`src/rtl/wb_arbiter.sv`:
```
// Writeback arbiter: two buffered result sources, round-robin onto
// the single register-file write port.
module wb_arbiter #(
   parameter int ADDR  = 5,
   parameter int WIDTH = 32,
   parameter int DEPTH = 4,
   parameter int TAG_W = 6
) (
   input  logic             clk,
   input  logic             rst_n,
   input  logic             flush,
   input  logic             a_valid,
   output logic             a_ready,
   input  logic [ADDR-1:0]  a_rd,
   input  logic [WIDTH-1:0] a_data,
   input  logic [TAG_W-1:0] a_tag,
   input  logic             b_valid,
   output logic             b_ready,
   input  logic [ADDR-1:0]  b_rd,
   input  logic [WIDTH-1:0] b_data,
   input  logic [TAG_W-1:0] b_tag,
   output logic             wb_we,
   output logic [ADDR-1:0]  wb_rd,
   output logic [WIDTH-1:0] wb_data,
   output logic [TAG_W-1:0] wb_tag,
   output logic             wb_fire
);
   localparam int PW = $clog2(DEPTH);
   localparam int EW = ADDR + WIDTH + TAG_W;

   logic [EW-1:0]    r_mem_a [DEPTH];
   logic [EW-1:0]    r_mem_b [DEPTH];
   logic [PW:0]      r_wp_a, r_rp_a;
   logic [PW:0]      r_wp_b, r_rp_b;
   logic             r_prio_a;
   logic             r_we, r_fire;
   logic [ADDR-1:0]  r_rd;
   logic [WIDTH-1:0] r_data;
   logic [TAG_W-1:0] r_tag;

   logic             w_empty_a, w_full_a;
   logic             w_empty_b, w_full_b;
   logic             w_push_a, w_push_b;
   logic             w_grant_a, w_grant_b, w_pop;
   logic [EW-1:0]    w_head;
   logic [ADDR-1:0]  w_rd;
   logic [WIDTH-1:0] w_data;
   logic [TAG_W-1:0] w_tag;

   assign w_empty_a = (r_wp_a == r_rp_a);
   assign w_empty_b = (r_wp_b == r_rp_b);
   assign w_full_a  = (r_wp_a == {~r_rp_a[PW], r_rp_a[PW-1:0]});
   assign w_full_b  = (r_wp_b == {~r_rp_b[PW], r_rp_b[PW-1:0]});

   assign a_ready  = ~w_full_a;
   assign b_ready  = ~w_full_b;
   assign w_push_a = a_valid & a_ready;
   assign w_push_b = b_valid & b_ready;

   // Priority only matters when both sources hold an entry
   assign w_grant_a = ~w_empty_a & (w_empty_b | r_prio_a);
   assign w_grant_b = ~w_empty_b & ~w_grant_a;
   assign w_pop     = w_grant_a | w_grant_b;

   assign w_head = w_grant_a ? r_mem_a[r_rp_a[PW-1:0]]
                             : r_mem_b[r_rp_b[PW-1:0]];
   assign {w_rd, w_data, w_tag} = w_head;

   always_ff @(posedge clk) begin
      if (w_push_a) r_mem_a[r_wp_a[PW-1:0]] <= {a_rd, a_data, a_tag};
      if (w_push_b) r_mem_b[r_wp_b[PW-1:0]] <= {b_rd, b_data, b_tag};
   end

   always_ff @(posedge clk or negedge rst_n) begin
      if (!rst_n) begin
         r_wp_a <= '0;
         r_rp_a <= '0;
         r_wp_b <= '0;
         r_rp_b <= '0;
      end else if (flush) begin
         r_wp_a <= '0;
         r_rp_a <= '0;
         r_wp_b <= '0;
         r_rp_b <= '0;
      end else begin
         if (w_push_a)  r_wp_a <= r_wp_a + 1'b1;
         if (w_push_b)  r_wp_b <= r_wp_b + 1'b1;
         if (w_grant_a) r_rp_a <= r_rp_a + 1'b1;
         if (w_grant_b) r_rp_b <= r_rp_b + 1'b1;
      end
   end

   always_ff @(posedge clk or negedge rst_n) begin
      if (!rst_n) begin
         r_prio_a <= 1'b1;
      end else if (flush) begin
         r_prio_a <= 1'b1;
      end else if (!w_empty_a && !w_empty_b) begin
         r_prio_a <= ~r_prio_a;
      end
   end

   always_ff @(posedge clk or negedge rst_n) begin
      if (!rst_n) begin
         r_we   <= 1'b0;
         r_fire <= 1'b0;
         r_rd   <= '0;
         r_data <= '0;
         r_tag  <= '0;
      end else if (flush) begin
         r_we   <= 1'b0;
         r_fire <= 1'b0;
      end else if (w_pop) begin
         r_we   <= (w_rd != '0);
         r_fire <= 1'b1;
         r_rd   <= w_rd;
         r_data <= w_data;
         r_tag  <= w_tag;
      end else begin
         r_we   <= 1'b0;
         r_fire <= 1'b0;
      end
   end

   assign wb_we   = r_we;
   assign wb_fire = r_fire;
   assign wb_rd   = r_rd;
   assign wb_data = r_data;
   assign wb_tag  = r_tag;
endmodule
```
`config.mk`:
```
export PLATFORM = sky130hd
export DESIGN_NAME = wb_arbiter
export DESIGN_NICKNAME = d
export VERILOG_FILES = /design/src/rtl/wb_arbiter.sv
export SDC_FILE = /design/constraint.sdc
export NUM_CORES = 1
export LEC_CHECK = 0
export BUFFER_PORTS_ARGS = -buffer_cell sky130_fd_sc_hd__buf_4
export CORE_MARGIN = 8
export CORE_UTILIZATION = 38
export CTS_BUF_LIST = sky130_fd_sc_hd__clkbuf_4 sky130_fd_sc_hd__clkbuf_8
export DETAILED_ROUTE_END_ITERATION = 10
export SLEW_MARGIN = 10
export SYNTH_ARGS = -nofsm -noshare
export SYNTH_HDL_FRONTEND = slang
export SYNTH_SLANG_ARGS = --single-unit
```
`constraint.sdc`:
```
create_clock -name clk -period 3.4 [get_ports clk]
set_input_delay 0.68 -clock clk [delete_from_list [all_inputs] [get_ports clk]]
set_output_delay 0.68 -clock clk [all_outputs]
set_load 0.02 [all_outputs]
```
==> metrics.md <==
| Metric | Value |
|---|---|
| Status | `complete, no violations` |
| Worst-Skew Late Latency | `580 ps` |
| Post-synthesis cell count | `735` |
| Primary FF master, synth | `edfxtp_1` |
| N_diodes | `0` |
| PostCTS Resize Cnt | `0` |
| Worst-margin pin slew | `938 ps` |
| CP required | `3820 ps` |
| Largest net degree at the start of global routing | `89` |
| Post-route cell area | `18300 sq um` |
| Vias in the first global route | `8105` |
| Clk_skew | `24.2 ps` |
| Drt first pass iters | `4` |
| RSZ-0062 raised after global routing | `no` |
| Critical path class | `flop to flop` |
| WP data arrival | `2940 ps` |
| Yosys cell types | `35` |
| Final Hold Fails | `0` |
| Die width | `217 microns` |
| Seq/Total Area, Yosys | `76.7%` |
| Post-synthesis register bit count | `402` |
| Fmax | `0.398 GHz` |
| Syn-to-layout area delta | `19.1%` |
| Maximum vdd drop | `0.000430 V` |
| Syn avg cell area | `20.9 sq um` |
| CTS tree | `done` |
| Layout cell share with drive strength beyond 1 | `37.5%` |
| TNS Setup | `0 ps` |
| Clock-pin slew on the worst setup and hold paths | `60 ps` |
| FF-to-FF Start | `r_rp_b[1]` |
| Hold Path Class | `input port to asynchronous set/reset pin` |
| CP startpoint | `r_rp_b[1]` |
| Vias/cell | `4.90` |
| PD cells | `775 nW/um^2` |
| MaxCap Viol Count | `0` |
| Post-route antenna net violation count | `0` |
| Area taken by multi-input logic gates | `3340 sq um` |
| Most frequent cells in the layout | `edfxtp_1 (344), buf_4 (144), mux4_2 (85), clkbuf_8 (69), dfrtp_1 (53)` |
| CP max FO | `88` |
| Total power | `14.2 mW` |
| # clock sinks | `402` |
| Final setup viols | `0` |
| Min cycle time layout | `2510 ps` |
| Register-to-Register Path Depth | `4` |
| Hpwl dp | `20000 microns` |
| Root buf cell | `clkbuf_8` |
| Nets | `1018` |
| Global route total overflow | `0` |
| Post-CTS Setup Inserts | `0` |
| Placed Area | `17000 sq um` |
| H-tree Lvls | `3` |
| Fill count | `3467` |
| Slowest cell on crit path | `a21o_4` |
| All-layer global routing usage | `14.3%` |
| First-pass GRT wire length | `50700 microns` |
| Drt wl/cell | `22.4 microns` |
| CP Cell Sequence | `xor2_1, nor3_1, a21o_4, o21ai_1` |
| Maximum clock path buffer count | `3` |
| Crit path launch type | `flop` |
| Input/output buffers | `137` |
| Cell row count | `73` |
| Most common cell after layout, fill and taps aside | `edfxtp_1` |
| Slew Limit Fails | `0` |
| Initial antenna violation count | `2` |
| EDFF count, synth | `344` |
| CTS Buf Count | `66` |
| Die Y | `217 microns` |
| Reg2Reg Setup Slack | `890 ps` |
| Initial Util | `38.6%` |
| Crit. End Element | `flop` |
| Synthesis Warnings | `0` |
| DR vias | `7316` |
| Ys async rst share | `14.4%` |
| Area of the core | `39800 sq um` |
| Starting DRT DRC Count | `459` |
| Hold buffer count at CTS | `0` |
| Post-Synthesis Cell Area | `15400 sq um` |
| Crit share post-route | `73.9%` |
| Util after Layout | `46.0%` |
| CP peak stage delay | `780 ps` |
| Final WL | `33500 microns` |
| Io pins | `138` |
| Sequential Area | `11800 sq um` |
| RePlAce Congestion | `0.695` |
| Mapped Nets | `836` |
| Leak Pwr | `6.45 nW` |
| DRC errors left | `0` |
| Worst slew margin | `37.5%` |
| Area of the die | `47100 sq um` |
[sequential cells by signal, summed over array words and instances, names as in the netlist]
register  flops
r_rp_a        3
r_mem_a     172
r_prio_a      1
r_mem_b     172
wb_tag        6
wb_fire       1
wb_data      32
wb_we         1
wb_rd         5
r_rp_b        3
r_wp_a        3
r_wp_b        3
[where the power goes]
part	switching [mW]	internal, mW	leakage, nW
clock	1.86	2.21	0.675
sequential	0.292	5.94	3.88
combinational	2.12	1.75	1.90
total	4.27	9.90	6.45
[logic make-up after synthesis]
| family | share of synthesized area, % |
|---|---|
| simple gates | 2.24 |
| fa+ha+maj | 0.814 |
| mux | 15.6 |
| compound gates | 1.95 |
| xor+xnor | 1.01 |
| buf+inv | 1.76 |
| flops | 76.7 |
[cell type report]
class	instances	area share, %
flip-flops and latches	402	64.4
multi-input cells	288	18.2
repair buffers	150	6.56
clock buffers	98	6.38
well taps	525	3.59
clock inverters	22	0.629
inverters	9	0.185
[cells in the mapped netlist, types with 8 or more instances]
library cell  number  area [sq um]
dfrtp_1           57          1430
inv_1              9          33.8
nand2_1           44           165
o21ai_1           38           190
nor2_1            15          56.3
xnor2_1            9          78.8
buf_2             12          60.1
and2_1             8          50.1
clkbuf_1           9          33.8
buf_6             10           113
edfxtp_1         344         10300
mux2i_1           44           440
ha_1              10           125
mux4_2            85          1910
[final timing paths]
| path | end |
|---|---|
| setup / recovery | wb_tag[3] |
| max in group asynchronous | r_rp_a[0] |
| hold reg to reg | wb_data[19] |
| setup reg to reg | wb_tag[3] |
| min in group clk | r_mem_a[0][4] |
| hold / removal | wb_data[13] |
[worst max-delay path, delay by kind of cell (launching register included)]
| family | cells | cell delay, ps |
|---|---|---|
| flops | 1 | 590 |
| simple gates | 1 | 490 |
| xor+xnor | 1 | 250 |
| compound gates | 2 | 960 |
[layer usage]
| layer | vias to the layer above | wire (microns) | part of all wire, % | GRT usage, % |
|---|---|---|---|---|
| li1 | 3312 | - | - | - |
| met2 | 181 | 16300 | 49 | 23.1 |
| met3 | 45 | 1990 | 5.9 | 4.12 |
| met5 | - | 19 | 0.057 | 0 |
| met1 | 3774 | 14700 | 44 | 18.7 |
| met4 | 4 | 445 | 1.3 | 4.08 |
[metrics by stage]
step	cells	worst slack (ps)	hold WS (ps)
floorplan	735	789	384
global placement	1374	863	470
detailed placement	1374	839	471
CTS	1494	828	228
global route	1494	621	257
finish	1494	889	225
Note: power is estimated with default switching activity, not from simulation.
